===== config.mk =====
export PLATFORM = sky130hd
export DESIGN_NAME = matmul_result_drain
export DESIGN_NICKNAME = d
export VERILOG_FILES = /design/src/rtl/matmul_pkg.sv /design/src/rtl/matmul_drain_fifo.sv /design/src/rtl/matmul_result_drain.sv
export SDC_FILE = /design/constraint.sdc
export NUM_CORES = 1
export LEC_CHECK = 0
export CAP_MARGIN = 20
export CORE_UTILIZATION = 60
export CTS_CLUSTER_SIZE = 10
export DETAILED_ROUTE_END_ITERATION = 10
export DONT_BUFFER_PORTS = 1
export GPL_TIMING_DRIVEN = 1
export HOLD_SLACK_MARGIN = 0.02
export PLACE_DENSITY = 0.74
export SLEW_MARGIN = 25
export SYNTH_ARGS = -nofsm -noshare
export SYNTH_HDL_FRONTEND = slang
export SYNTH_SLANG_ARGS = --single-unit

===== constraint.sdc =====
create_clock -name clk -period 8.8 [get_ports clk]
set_input_delay 0.88 -clock clk [delete_from_list [all_inputs] [get_ports clk]]
set_output_delay 0.88 -clock clk [all_outputs]
set_load 0.05 [all_outputs]

===== src/rtl/matmul_pkg.sv =====
// Shared defaults and drain FSM encoding for the systolic matmul result path.
package matmul_pkg;

   localparam int DWIDTH_DEF       = 16;
   localparam int AWIDTH_DEF       = 7;
   localparam int MAT_MUL_SIZE_DEF = 4;

   typedef enum logic [1:0] {
      IDLE  = 2'd0,
      READ  = 2'd1,
      FLUSH = 2'd2,
      FIN   = 2'd3
   } drain_state_t;

endpackage


===== src/rtl/matmul_drain_fifo.sv =====
// Small synchronous FIFO with first-word-fall-through head and occupancy count.
module matmul_drain_fifo #(
   parameter int WIDTH = 64,
   parameter int DEPTH = 4
) (
   input  logic                       clk,
   input  logic                       reset,
   input  logic                       push,
   input  logic [WIDTH-1:0]           push_data,
   input  logic                       pop,
   output logic [WIDTH-1:0]           pop_data,
   output logic [$clog2(DEPTH):0]     count,
   output logic                       empty
);

   localparam int PW = $clog2(DEPTH);
   localparam int CW = PW + 1;

   logic [WIDTH-1:0] mem_reg [DEPTH];
   logic [PW-1:0]    wr_ptr_reg;
   logic [PW-1:0]    rd_ptr_reg;
   logic [CW-1:0]    count_reg;
   logic             do_push;
   logic             do_pop;

   assign empty   = (count_reg == '0);
   assign do_push = push && (count_reg != CW'(DEPTH));
   assign do_pop  = pop && !empty;

   always_ff @(posedge clk) begin
      if (do_push) begin
         mem_reg[wr_ptr_reg] <= push_data;
      end
   end

   always_ff @(posedge clk) begin
      if (reset) begin
         wr_ptr_reg <= '0;
         rd_ptr_reg <= '0;
         count_reg  <= '0;
      end else begin
         if (do_push) begin
            wr_ptr_reg <= wr_ptr_reg + 1'b1;
         end
         if (do_pop) begin
            rd_ptr_reg <= rd_ptr_reg + 1'b1;
         end
         count_reg <= count_reg + CW'(do_push) - CW'(do_pop);
      end
   end

   // An empty FIFO presents zero so the stream data is clean after reset.
   assign pop_data = empty ? '0 : mem_reg[rd_ptr_reg];
   assign count    = count_reg;

endmodule


===== src/rtl/matmul_result_drain.sv =====
// Reads the C matrix out of the shared BRAMs after matmul done and streams it with backpressure.
// Optional build macro MATMUL_DRAIN_RELU_EN clamps negative lanes to zero at FIFO write.
module matmul_result_drain
   import matmul_pkg::*;
#(
   parameter int DWIDTH       = DWIDTH_DEF,
   parameter int AWIDTH       = AWIDTH_DEF,
   parameter int MAT_MUL_SIZE = MAT_MUL_SIZE_DEF,
   parameter int FIFO_DEPTH   = 4
) (
   input  logic                           clk,
   input  logic                           reset,
   input  logic                           start_drain,
   input  logic [AWIDTH-1:0]              base_addr,
   input  logic [AWIDTH:0]                num_words,
   output logic                           enable_reading_from_mem,
   output logic [AWIDTH-1:0]              addr_pi,
   input  logic [MAT_MUL_SIZE*DWIDTH-1:0] data_from_out_mat,
   output logic [MAT_MUL_SIZE*DWIDTH-1:0] out_data,
   output logic                           out_valid,
   input  logic                           out_ready,
   output logic                           out_last,
   output logic                           busy,
   output logic                           done
);

   localparam int WW = MAT_MUL_SIZE * DWIDTH;
   localparam int CW = $clog2(FIFO_DEPTH) + 1;
   localparam int NW = AWIDTH + 1;

   drain_state_t      state_reg, state_next;
   logic [AWIDTH-1:0] addr_reg, addr_next;
   logic [NW-1:0]     num_reg, num_next;
   logic [NW-1:0]     issued_reg, issued_next;
   logic [NW-1:0]     popped_reg, popped_next;
   logic              inflight_reg;

   logic [CW-1:0]     fifo_count;
   logic              fifo_empty;
   logic [WW-1:0]     capture_data;
   logic [WW-1:0]     fifo_data;
   logic              issue;
   logic              pop;
   logic [CW:0]       count_next;
   logic              will_issue;

`ifdef MATMUL_DRAIN_RELU_EN
   genvar gi;
   generate
      for (gi = 0; gi < MAT_MUL_SIZE; gi++) begin : g_relu
         assign capture_data[gi*DWIDTH +: DWIDTH] =
            data_from_out_mat[gi*DWIDTH + DWIDTH - 1] ? '0 : data_from_out_mat[gi*DWIDTH +: DWIDTH];
      end
   endgenerate
`else
   assign capture_data = data_from_out_mat;
`endif

   matmul_drain_fifo #(
      .WIDTH (WW),
      .DEPTH (FIFO_DEPTH)
   ) u_fifo (
      .clk       (clk),
      .reset     (reset),
      .push      (inflight_reg),
      .push_data (capture_data),
      .pop       (pop),
      .pop_data  (fifo_data),
      .count     (fifo_count),
      .empty     (fifo_empty)
   );

   assign out_valid = !fifo_empty;
   assign out_data  = fifo_data;
   assign out_last  = out_valid && ((popped_reg + 1'b1) == num_reg);
   assign pop       = out_valid && out_ready;
   assign busy      = (state_reg != IDLE);
   assign done      = (state_reg == FIN);
   assign addr_pi   = addr_reg;

   // Credit check: words already buffered plus the one still in the BRAM pipe.
   assign issue = (state_reg == READ) && (issued_reg < num_reg) &&
                  (({1'b0, fifo_count} + (CW+1)'(inflight_reg)) < (CW+1)'(FIFO_DEPTH));

   assign enable_reading_from_mem = (state_reg == READ) || ((state_reg == FLUSH) && inflight_reg);

   assign count_next = {1'b0, fifo_count} + (CW+1)'(inflight_reg) - (CW+1)'(pop);

   always_comb begin
      state_next  = state_reg;
      addr_next   = addr_reg;
      num_next    = num_reg;
      issued_next = issued_reg + NW'(issue);
      popped_next = popped_reg + NW'(pop);
      will_issue  = 1'b0;
      unique case (state_reg)
         IDLE: begin
            if (start_drain) begin
               num_next    = num_words;
               addr_next   = base_addr;
               issued_next = '0;
               popped_next = '0;
               state_next  = (num_words != '0) ? READ : FIN;
            end
         end
         READ: begin
            if (issue && ((issued_reg + 1'b1) == num_reg)) begin
               state_next = FLUSH;
            end
            // The address only moves right before the next read issues, so a
            // stalled drain keeps showing the last address it actually read.
            will_issue = (issued_next < num_reg) &&
                         ((count_next + (CW+1)'(issue)) < (CW+1)'(FIFO_DEPTH));
            if (will_issue) begin
               addr_next = addr_reg + 1'b1;
            end
         end
         FLUSH: begin
            if (pop && out_last) begin
               state_next = FIN;
            end
         end
         FIN: begin
            state_next = IDLE;
         end
         default: begin
            state_next = IDLE;
         end
      endcase
   end

   always_ff @(posedge clk) begin
      if (reset) begin
         state_reg    <= IDLE;
         addr_reg     <= '0;
         num_reg      <= '0;
         issued_reg   <= '0;
         popped_reg   <= '0;
         inflight_reg <= 1'b0;
      end else begin
         state_reg    <= state_next;
         addr_reg     <= addr_next;
         num_reg      <= num_next;
         issued_reg   <= issued_next;
         popped_reg   <= popped_next;
         inflight_reg <= issue;
      end
   end

endmodule

==> summary.txt, run 1 <==
Worst setup path
  – CP cell instances: ha_1, ha_1, xnor2_1, ha_1, and3b_1, o211ai_1, nor2b_1, ha_1, nand3_1, nor2_1, xor2_1, ha_1, a211oi_1, nor2_1, nor3_1, nand4_1, mux2_2, and2_1, a32o_1
  – Slowest CP cell: mux2_2
  – CP Max Fanout: 7
  – Crit path largest cell delay: 0.34 ns
  – CP Class: flip-flop to flip-flop
  – Crit path top cell by count: ha_1
  – Crit path capture type: flip-flop
  – Buf+Inv Stages, Crit Path: 0
  – Crit path max-delay family: simple AND/OR/NAND/NOR gates
  – Crit start category: flip-flop
  – Worst Path Required: 9.19 ns
  – R2R Setup Slk: 4.39 ns
  – Worst EP arrival: 4.80 ns

Clock network
  – Clock buffer depth: 3
  – PostCTS Resize Cnt: 0
  – Postcts setup bufs: 0
  – Cts-stage hold buffer count: 0
  – H-Tree Depth: 2
  – Root Buffer: clkbuf_16
  – CTS clk-pin slew, worst paths: 0.05 ns
  – CTS Sinks: 299
  – CTS tree: built
  – TritonCTS buffer count: 36
  – Clock latency on the worst-skew pair: 0.50 ns

Yosys
  – Syn Area/Cell: 16.53 sq um
  – Async S/R FF share, synth: 0%
  – Number of synthesized flops with an enable pin: 256
  – Synth Area in XOR/XNOR: 2.572%
  – Top cells by area, synth: edfxtp_1, mux4_2, dfxtp_1
  – Post-synthesis mux area share: 12.01%
  – Post-Synthesis Net Count: 887
  – Synth top area share: 61.02%
  – Largest family of logic cells by synthesized area: multiplexers
  – #FFs+latches synth: 299
  – Synth Flop Type: edfxtp_1
  – Sequential share of the synthesized area: 67.85%
  – Syn. warnings: 0
  – Largest area contributor in the netlist: edfxtp_1
  – Synth cell types: 53
  – Synth Area in Compound Gates: 3.039%
  – Adder-cell share of the synthesized area: 4.231%
  – Synth Instances: 762
  – Post-Synth Simple-Gate Area: 8.392%
  – Post-Syn Area: 12,600 sq um

Hold path
  – Hold Crit Class: primary input to flip-flop

Power and ir drop
  – Sequential share of power: 38.7%
  – Peak VDD IR: 0.2285 mV
  – Tot Pwr: 4.588 mW
  – Clock network power share: 27.7%
  – Net Sw Frac: 38.95%
  – Leakage: 4.574 nW
  – Comb power frac: 33.6%
  – Internal: 2.801 mW
  – PwrDens: 331.7 nW/um^2
  – Sw Pwr: 1.787 mW

Finish
  – Layout cell share with drive strength beyond 1: 15.36%
  – Most common cell after layout, fill and taps aside: edfxtp_1
  – Most frequent cells in the layout: edfxtp_1, and2_1, mux4_2, ha_1, dfxtp_1
  – Synthesis-to-layout area growth: 9.792%
  – # diodes: 0
  – Nets: 894
  – Post-route cell area: 13,830 sq um
  – Max FFs per register: 256

Floorplanning
  – Die Y: 146.9 um
  – Core ar.: 20,430 sq um
  – Initial core utilization: 61.67%
  – Horiz. Die Dim: 146.9 um
  – Full die area: 21,580 sq um
  – # rows: 52
  – IO Pins: 159

STA
  – Slew @ Worst Pin: 1.008 ns
  – Final setup vio count: 0
  – Final worst path period share: 50.12%
  – Slew Limit Fails: 0
  – Rel. slew slack: 32.54%
  – Max frequency: 226.7 MHz
  – Final hold vios: 0
  – Final Critical Period: 4.410 ns
  – Setup TNS: 0 ns
  – RSZ-0062 raised after global routing: no
  – Skew final: 0.009823 ns

Job
  – Max-cap violation count: 0

Routing
  – DRT Pass-1 Iters: 5
  – Remaining DRCs: 0
  – Initial DRC Count: 343
  – Vias: 6,411
  – Vias/cell: 6.100
  – Wire per inst: 22.70 um
  – Remaining antenna violation count: 0
  – Final wirelength: 23,860 um

GRT
  – Via count of the first global-routing pass: 7,031
  – First-pass GRT wire length: 38,180 um
  – Total grt overflow: 0
  – Total track usage: 23.20%
  – Pin count of the biggest net entering global routing: 67
  – Initial antenna violation count: 0

Run status
  – Outcome: completed

Placed design
  – HPWL after detailed placement: 14,290 um
  – RD Place Congestion: 0.8591
  – Placed cell area: 12,830 sq um
  – I/O Buffers: 0
## cells in the mapped netlist, types with 2 or more instances
cell type,instances
o21ai_0,6
a21oi_1,16
nor2b_1,5
xor2_1,17
mux4_2,64
nor3_1,4
o211ai_1,2
ha_1,41
a211o_1,2
edfxtp_1,256
o2111ai_1,6
o31ai_1,6
nand2_1,36
a211oi_1,3
a221o_1,2
nand3_1,12
and3_1,5
nor4_1,4
dfxtp_1,43
mux2i_1,6
or2_2,4
or3_1,2
buf_2,9
xnor2_1,20
nand4_1,6
clkbuf_1,23
and2_1,77
inv_1,28
nor2_1,33
## worst register-to-register path, cell delays in order, from the launching register on
cell      delay, ns
dfxtp_1        0.33
ha_1           0.22
ha_1           0.19
xnor2_1        0.22
ha_1           0.18
and3b_1        0.15
o211ai_1       0.14
nor2b_1        0.18
ha_1           0.22
nand3_1        0.16
nor2_1         0.17
xor2_1         0.19
ha_1           0.27
a211oi_1       0.28
nor2_1         0.10
nor3_1         0.31
nand4_1        0.13
mux2_2         0.34
and2_1         0.24
a32o_1         0.28
## per-stage QoR
stage,cells,util [%],hold WS (ns),setup slack (ns)
global placement,1001,62.82,0.5032,4.656
floorplan,762,-,0.4771,4.888
detailed placement,1001,62.82,0.5105,4.424
CTS,1051,67.71,0.4249,4.423
global route,1051,67.71,0.4234,4.104
finish,1051,67.71,0.4462,4.390
## routing by layer
layer | vias to the layer above | track usage, % | routed length, um
li1 | 2917 | - | -
met1 | 3258 | 28.07 | 9390
met2 | 202 | 39.95 | 12100
met3 | 34 | 7.236 | 1935
met4 | 0 | 7.216 | 427
met5 | - | 0 | 0
## cells by family (layout without fill, tap and decap cells)
group | Yosys count | count (layout)
AOI/OAI and AO/OA | 55 | 55
xor gates and xnor gates | 37 | 37
adders and majority gates | 42 | 42
buffers and inverters | 61 | 80
and+or+nand+nor | 197 | 197
DFF | 299 | 299
muxes | 71 | 71
## power groups by stage
stage | logic (mW) | clock network [mW] | registers [mW]
final | 1.54 | 1.27 | 1.78
after global routing | 1.64 | 1.35 | 1.79
after CTS | 1.56 | 1.30 | 1.78
after detailed placement | 1.55 | 0 | 1.81
after global placement | 1.54 | 0 | 1.80
after floorplan | 1.40 | 0 | 1.73
## worst paths after layout
kind	endpoint	from	cells past startpoint
worst max-delay path	addr_pi[0]	inflight_reg	19
worst min-delay path	u_fifo.count[1]	reset	1
worst min register to register	num_reg[7]	num_reg[7]	2
worst max register to register	addr_pi[0]	inflight_reg	19
## cell type report
cell class	count	area [sq um]
multi-input cells	402	3821
flip-flops and latches	299	8556
well taps	270	337.8
fillers	1379	6598
repair buffers	2	15.01
clock inverters	3	33.78
inverters	28	105.1
clock buffers	47	963.4
Note: power is estimated with default switching activity, not from simulation.
==> run 2, diff against run 1 <==
clock period = 4.1 ns   (was 8.8 ns; I/O delays follow)
==> run 2 against run 1 <==
  * Non-clock buffer count rose by 89
  * Register-to-register slack worse by 4.3 ns
  * Cell count increased by 8.8%
  * Sequential share of layout area decreased by 4.2 points
  * Sequential power increased by 110%
==> summary.txt, run 2 (synthesis gave the netlist of run 1 again) <==
Routing
  – Wire per inst: 22.91 um (+0.95%)
  – Vias: 6,924 (+8.0%)
  – Vias/cell: 6.052 (-0.78%)
  – Remaining antenna violation count: 0 (unchanged)
  – Initial DRC Count: 361 (+5.2%)
  – Final wirelength: 26,210 um (+9.9%)
  – Remaining DRCs: 0 (unchanged)
  – DRT Pass-1 Iters: 5 (unchanged)

GRT
  – Via count of the first global-routing pass: 7,499 (+6.7%)
  – Pin count of the biggest net entering global routing: 67 (unchanged)
  – Total grt overflow: 0 (unchanged)
  – Total track usage: 25.29% (+2.1 points)
  – Initial antenna violation count: 2 (+2)
  – First-pass GRT wire length: 41,320 um (+8.2%)

Power and ir drop
  – Leakage: 4.996 nW (+9.2%)
  – Peak VDD IR: 0.7524 mV (+230%)
  – Tot Pwr: 10.19 mW (+120%)
  – PwrDens: 685.8 nW/um^2 (+110%)

Placed design
  – HPWL after detailed placement: 14,920 um (+4.4%)
  – Inst Count DP: 1,021 (+2.0%)
  – RD Place Congestion: 0.8770 (+2.1%)
  – I/O Buffers: 0 (unchanged)

Worst setup path
  – R2R Setup Slk: 0.13 ns (-4.26 ns)
  – R2r startpoint: u_fifo.count[0]
  – CP Max Fanout: 5 (-2)
  – CP Class: flip-flop to flip-flop
  – Worst Path Required: 4.45 ns (-4.74 ns)
  – Crit path largest cell delay: 0.36 ns (+0.02 ns)
  – Worst EP arrival: 4.32 ns (-0.48 ns)
  – Cells on worst reg2reg path: 20 (+1)
  – Slowest CP cell: dfxtp_4
  – Crit start category: flip-flop
  – Crit path capture type: flip-flop
  – Capture point of the worst reg-to-reg path: addr_pi[2]
  – CP cell instances: ha_4, ha_4, xnor2_2, ha_2, and3b_1, o211ai_1, nor2b_1, ha_2, nand3_4, nor2_1, xor2_1, ha_1, a211oi_2, nor2_2, nor3_2, nand4_1, mux2_4, buf_6, o2111ai_2, o31ai_1

STA
  – Max frequency: 252.0 MHz (+11%)
  – Skew final: 0.01927 ns (+0.009444 ns)
  – RSZ-0062 raised after global routing: yes
  – Rel. slew slack: 30.64% (-1.9 points)
  – Final worst path period share: 96.79% (+47 points)
  – Slew Limit Fails: 0 (unchanged)
  – Slew @ Worst Pin: 1.040 ns (+0.03222 ns)
  – Final hold slack: 0.04368 ns (-0.4025 ns)
  – Final hold vios: 0 (unchanged)
  – Final Critical Period: 3.969 ns (-0.4419 ns)
  – Setup TNS: 0 ns (unchanged)
  – Final setup vio count: 0 (unchanged)

Clock network
  – CTS Sinks: 299 (unchanged)
  – Clock latency on the worst-skew pair: 0.51 ns (about the same)
  – H-Tree Depth: 2 (unchanged)
  – Root Buffer: clkbuf_16
  – TritonCTS buffer count: 36 (unchanged)
  – CTS clk-pin slew, worst paths: 0.06 ns (about the same)
  – Clock buffer depth: 3 (unchanged)
  – CTS tree: built

Finish
  – Synthesis-to-layout area growth: 17.89%
  – Nets: 983 (+10%)
  – Multi-input gate area: 3990 sq um (+4.4%)
  – Layout Cells excl Fill: 1,144 (+8.8%)
  – Most common cell after layout, fill and taps aside: edfxtp_1
  – Max FFs per register: 256 (unchanged)
  – Seq. cell area: 8561 sq um (about the same)
  – Layout cell share with drive strength beyond 1: 19.61% (+4.2 points)
  – Most frequent cells in the layout: edfxtp_1, and2_1, dlygate4sd3_1, mux4_2, dfxtp_1
  – Fill cell count: 1,286 (-6.7%)
  – Final core occ: 72.70% (+5.0 points)

Floorplanning
  – Initial core utilization: 61.67% (unchanged)
  – IO Pins: 159 (unchanged)
  – Die Y: 146.9 um (unchanged)
  – Horiz. Die Dim: 146.9 um (unchanged)
  – # rows: 52 (unchanged)
  – Core ar.: 20,430 sq um (unchanged)
  – Full die area: 21,580 sq um (unchanged)

Hold path
  – WHS Endpoint: num_reg[4]
  – Worst Hold Depth: 2 (+1)
  – Hold Crit Class: primary input to flip-flop
  – Min-delay src: num_words[4]

Job
  – Max-cap violation count: 0 (unchanged)

Run status
  – Outcome: completed
-- run 2: cell types whose count changed in the layout (fill, tap and decap cells not counted), moves of 2 or more --
cell           before  now
dlygate4sd3_1       0   65
buf_4               2   24
ha_1               41   36
o2111ai_1           6    1
o2111ai_2           0    4
ha_4                0    3
nor2_1             33   30
a211oi_1            3    1
a211oi_2            0    2
dfxtp_1            41   39
diode_2             0    2
ha_2                0    2
nor2_2              0    2
-- run 2: routing by layer --
layer	vias up	GRT usage [%]	share of wire, %
li1	3102	-	-
met1	3529	31.93	40
met4	0	7.577	2.2
met3	43	5.590	6.4
met5	-	0	0
met2	250	44.00	52
-- run 2: worst max path at each step --
stage                             to            start  slack (ns)
final                     addr_pi[2]  u_fifo.count[0]        0.13
after global routing      addr_pi[6]  u_fifo.count[0]       -0.11
after CTS                 addr_pi[5]  u_fifo.count[0]        0.02
after detailed placement  addr_pi[0]  u_fifo.count[0]       -0.10
after global placement    addr_pi[0]  u_fifo.count[0]        0.16
after floorplan           addr_pi[0]     inflight_reg        0.19
-- run 2: area by class of cell --
cell class | count | share of cell area [%]
antenna | 2 | 0.03370
tap | 270 | 2.275
multi-input combinational | 402 | 26.87
timing repair buffer | 91 | 5.805
sequential | 299 | 57.64
clock inverter | 4 | 0.2359
inverter | 28 | 0.7077
clock buffer | 48 | 6.436
-- run 2: report_power, final --
part | switching (mW) | leakage (nW) | internal [mW] | total, mW
registers | 0.323 | 2.66 | 3.48 | 3.80
clock network | 1.13 | 0.483 | 1.62 | 2.75
logic | 2.56 | 1.86 | 1.07 | 3.63
total | 4.02 | 5.00 | 6.17 | 10.2
-- run 2: stage by stage --
step	area [sq um]	worst slack [ns]
finish	14850	0.1315
global route	14850	-0.1106
CTS	14660	0.01659
detailed placement	13000	-0.1016
global placement	13000	0.1595
floorplan	12600	0.1877
-- run 2: what timing repair did --
action | in CTS | in global routing
cloned | 0 | 0
buffers inserted | 1 | 3
hold buffers | 65 | 0
endpoints found under the hold margin | 280 | 0
gates resized for setup | 4 | 34
pin swaps | 3 | 19
setup endpoints to repair | 7 | 7
-- run 2: critical path: cells and delay by family (launching register included) --
family	cells	cell delay, ns
flops	1	0.36
fa+ha+maj	5	1.07
simple gates	7	0.92
buf+inv	1	0.15
compound gates	4	0.61
xor+xnor	2	0.38
mux	1	0.31
==> run 3, diff against run 2 <==
ABC_AREA = 1   (was unset)
CTS_BUF_LIST = sky130_fd_sc_hd__clkbuf_8   (was unset)
==> run 3 against run 2 <==
  * Worst setup slack better by 0.26 ns
  * Critical endpoint is now addr_pi[0]
  * Clock power down 18%
  * Wire length up 5.5%
  * First-iteration DRC count up 44%
  * Non-clock buffer count up 54
  * Combinational power up 13%
  * Clock skew up 0.0089 ns
  * Register-to-register slack better by 0.26 ns
==> summary.txt, run 3 <==
Run status
  – Outcome: completed

STA
  – Setup TNS: 0 ns (unchanged)
  – RSZ-0062 raised after global routing: no
  – Skew final: 0.02817 ns (+0.008903 ns)
  – Rel. slew slack: 42.30% (+12 points)
  – Final setup vio count: 0 (unchanged)
  – Slew @ Worst Pin: 0.8655 ns (-0.1748 ns)
  – Slew Limit Fails: 0 (unchanged)
  – Final hold vios: 0 (unchanged)
  – Final Critical Period: 3.704 ns (-0.2644 ns)
  – Max frequency: 270.0 MHz (+7.1%)
  – Final worst path period share: 90.34% (-6.4 points)

Finish
  – Max FFs per register: 256 (unchanged)
  – Most common cell after layout, fill and taps aside: nor2_1
  – Nets: 1,451 (+48%)
  – Layout Cells excl Fill: 1,636 (+43%)
  – # diodes: 0 (-2)
  – Layout cell share with drive strength beyond 1: 12.05% (-7.6 points)
  – Most frequent cells in the layout: nor2_1, edfxtp_1, o21ai_0, inv_1, a21oi_1
  – Fill cell count: 1,456 (+13%)
  – Synthesis-to-layout area growth: 17.97% (about the same)
  – Final core occ: 72.30% (-0.40 points)

Routing
  – Met1 WL: 11,400 um (+9.9%)
  – Top Layer Used: met4
  – Remaining DRCs: 0 (unchanged)
  – Vias: 8,911 (+29%)
  – Initial DRC Count: 519 (+44%)
  – Vias/cell: 5.447 (-10%)
  – DRT Pass-1 Iters: 5 (unchanged)
  – Remaining antenna violation count: 0 (unchanged)
  – Met2 routed WL: 13,770 um (+1.3%)
  – Final wirelength: 27,650 um (+5.5%)
  – Routed length on met3: 1953 um (+16%)
  – Wire per inst: 16.90 um (-26%)

Clock network
  – CTS Sinks: 299 (unchanged)
  – CTS clk-pin slew, worst paths: 0.06 ns (about the same)
  – Root Buffer: clkbuf_8
  – Clock latency on the worst-skew pair: 0.57 ns (+0.06 ns)
  – CTS tree: built
  – Clock buffer depth: 3 (unchanged)
  – H-Tree Depth: 2 (unchanged)
  – TritonCTS buffer count: 48 (+33%)

Floorplanning
  – IO Pins: 159 (unchanged)
  – Core ar.: 21,090 sq um (+3.2%)
  – Initial core utilization: 61.29% (-0.38 points)
  – Horiz. Die Dim: 148.8 um (+1.3%)
  – # rows: 53 (+1.9%)
  – Full die area: 22,130 sq um (+2.5%)
  – Die Y: 148.8 um (+1.3%)

Placed design
  – Inst Count DP: 1,484 (+45%)
  – RD Place Congestion: 0.8984 (+2.4%)
  – I/O Buffers: 0 (unchanged)
  – HPWL after detailed placement: 15,380 um (+3.1%)

GRT
  – Total grt overflow: 0 (unchanged)
  – Total track usage: 25.37% (+0.087 points)
  – Initial antenna violation count: 0 (-2)
  – First-pass GRT wire length: 43,740 um (+5.9%)
  – Pin count of the biggest net entering global routing: 81 (+21%)
  – Via count of the first global-routing pass: 8,947 (+19%)

Yosys
  – Synth Instances: 1,189 (+56%)
  – Syn Area/Cell: 10.87 sq um (-34%)
  – Commonest cells post-synth: nor2_1, edfxtp_1, o21ai_0, a21oi_1, nand2_1
  – Synth top area share: 59.48% (-1.5 points)
  – Syn. warnings: 0 (unchanged)
  – Async S/R FF share, synth: 0% (unchanged)
  – #FFs+latches synth: 299 (unchanged)
  – Post-Syn Area: 12,920 sq um (+2.6%)
  – Top cells by area, synth: edfxtp_1, nor2_1, dfxtp_1
  – Synth cell types: 34 (-36%)
  – Synth Flop Type: edfxtp_1
  – Post-Synthesis Net Count: 1,314 (+48%)
  – Largest area contributor in the netlist: edfxtp_1
  – Most frequent cell after synthesis: nor2_1
  – Number of synthesized flops with an enable pin: 256 (unchanged)
  – Sequential share of the synthesized area: 66.14% (-1.7 points)

Power and ir drop
  – Peak VDD IR: 0.5994 mV (-20%)
  – PwrDens: 665.7 nW/um^2 (-2.9%)
  – Leakage: 5.779 nW (+16%)
  – Tot Pwr: 10.15 mW (-0.35%)

Worst setup path
  – Worst Path Required: 4.54 ns (+0.09 ns)
  – CP Class: flip-flop to flip-flop
  – CP cell instances: ha_1, ha_1, xnor2_1, ha_1, nand3_1, nor2_2, and2_1, ha_1, nand3_1, inv_1, nand3_1, xor2_1, inv_1, ha_1, a21oi_1, nand2_1, nand2_1, nand4_1, nand2_2, nand3_1, nand2_1, nor2_1
  – CP Max Fanout: 14 (+9)
  – Crit path largest cell delay: 0.33 ns (-0.03 ns)
  – Crit path capture type: flip-flop
  – Crit start category: flip-flop
  – Worst EP arrival: 4.14 ns (-0.18 ns)
  – Crit path top cell by count: ha_1
  – Slowest CP cell: dfxtp_1

Hold path
  – Hold Crit Class: primary input to flip-flop

Job
  – Max-cap violation count: 0 (unchanged)
## run 3: changes by cell type after synthesis, sizes merged, moves of 6 or more
cell     change
nor2       +286
o21ai      +140
a21oi       +78
and2        -76
mux4        -64
inv         +45
nand2       +39
clkbuf      +19
nand3       +13
buf          +6
o2111ai      -6
o31ai        -6
## run 3: repair_timing
item	4_1_cts	5_1_grt
endpoints found under the hold margin	261	0
hold buffers	67	0
setup buffers	0	0
gates resized for setup	0	0
## run 3: metal layers
layer / up-vias / track usage, %
met4: 0 / 8.776
met3: 52 / 5.413
li1: 4345 / -
met2: 308 / 43.53
met5: - / 0
met1: 4206 / 31.98
## run 3: metrics by stage
stage	setup slack (ns)	area [sq um]	hold WS (ns)
2_1_floorplan	0.1010	12920	0.4362
6_report	0.3959	15250	0.06408
4_1_cts	0.4502	15250	0.03030
3_5_place_dp	0.4707	13730	0.4520
5_1_grt	0.1017	15250	0.06473
3_3_place_gp	0.5967	13730	0.4426
## run 3: cells by family (layout without fill, tap and decap cells)
family / Yosys count / count (layout) / synth area share [%]
AO/OA/AOI/OAI: 242 / 242 / 9.633
flip-flops: 299 / 299 / 66.14
XOR/XNOR: 34 / 34 / 2.304
buffers and inverters: 131 / 303 / 3.940
adder cells (fa/ha/maj): 42 / 42 / 4.124
AND/OR/NAND/NOR: 437 / 437 / 13.54
multiplexers: 4 / 4 / 0.3098
## run 3: worst paths after layout
path	from	to	slack (ns)	depth (start not counted)
setup / recovery	inflight_reg	addr_pi[0]	0.40	22
hold / removal	num_words[4]	num_reg[4]	0.06	2
setup reg to reg	inflight_reg	addr_pi[0]	0.40	22
hold reg to reg	u_fifo.rd_ptr_reg[1]	flip-flop	0.46	2
## run 3: layout make-up
type	instances	area, sq um	area share (%)
Multi-Input combinational cell	759	3908	25.63
Inverter	73	274.0	1.797
Tap cell	275	344.1	2.257
Timing Repair Buffer	145	1319	8.650
Clock inverter	36	173.9	1.141
Sequential cell	299	8553	56.10
Clock buffer	49	674.4	4.423
## run 3: critical path: cells and delay by family (launching register included)
| kind | cells | cell delay [ns] |
|---|---|---|
| simple gates | 12 | 1.42 |
| buf+inv | 2 | 0.18 |
| fa+ha+maj | 5 | 1.12 |
| xor+xnor | 2 | 0.42 |
| compound gates | 1 | 0.13 |
| flops | 1 | 0.33 |
## run 3: where the power goes
group / internal (mW) / switching [mW] / total, mW
logic: 1.15 / 2.95 / 4.10
clock network: 1.17 / 1.09 / 2.26
registers: 3.52 / 0.275 / 3.79
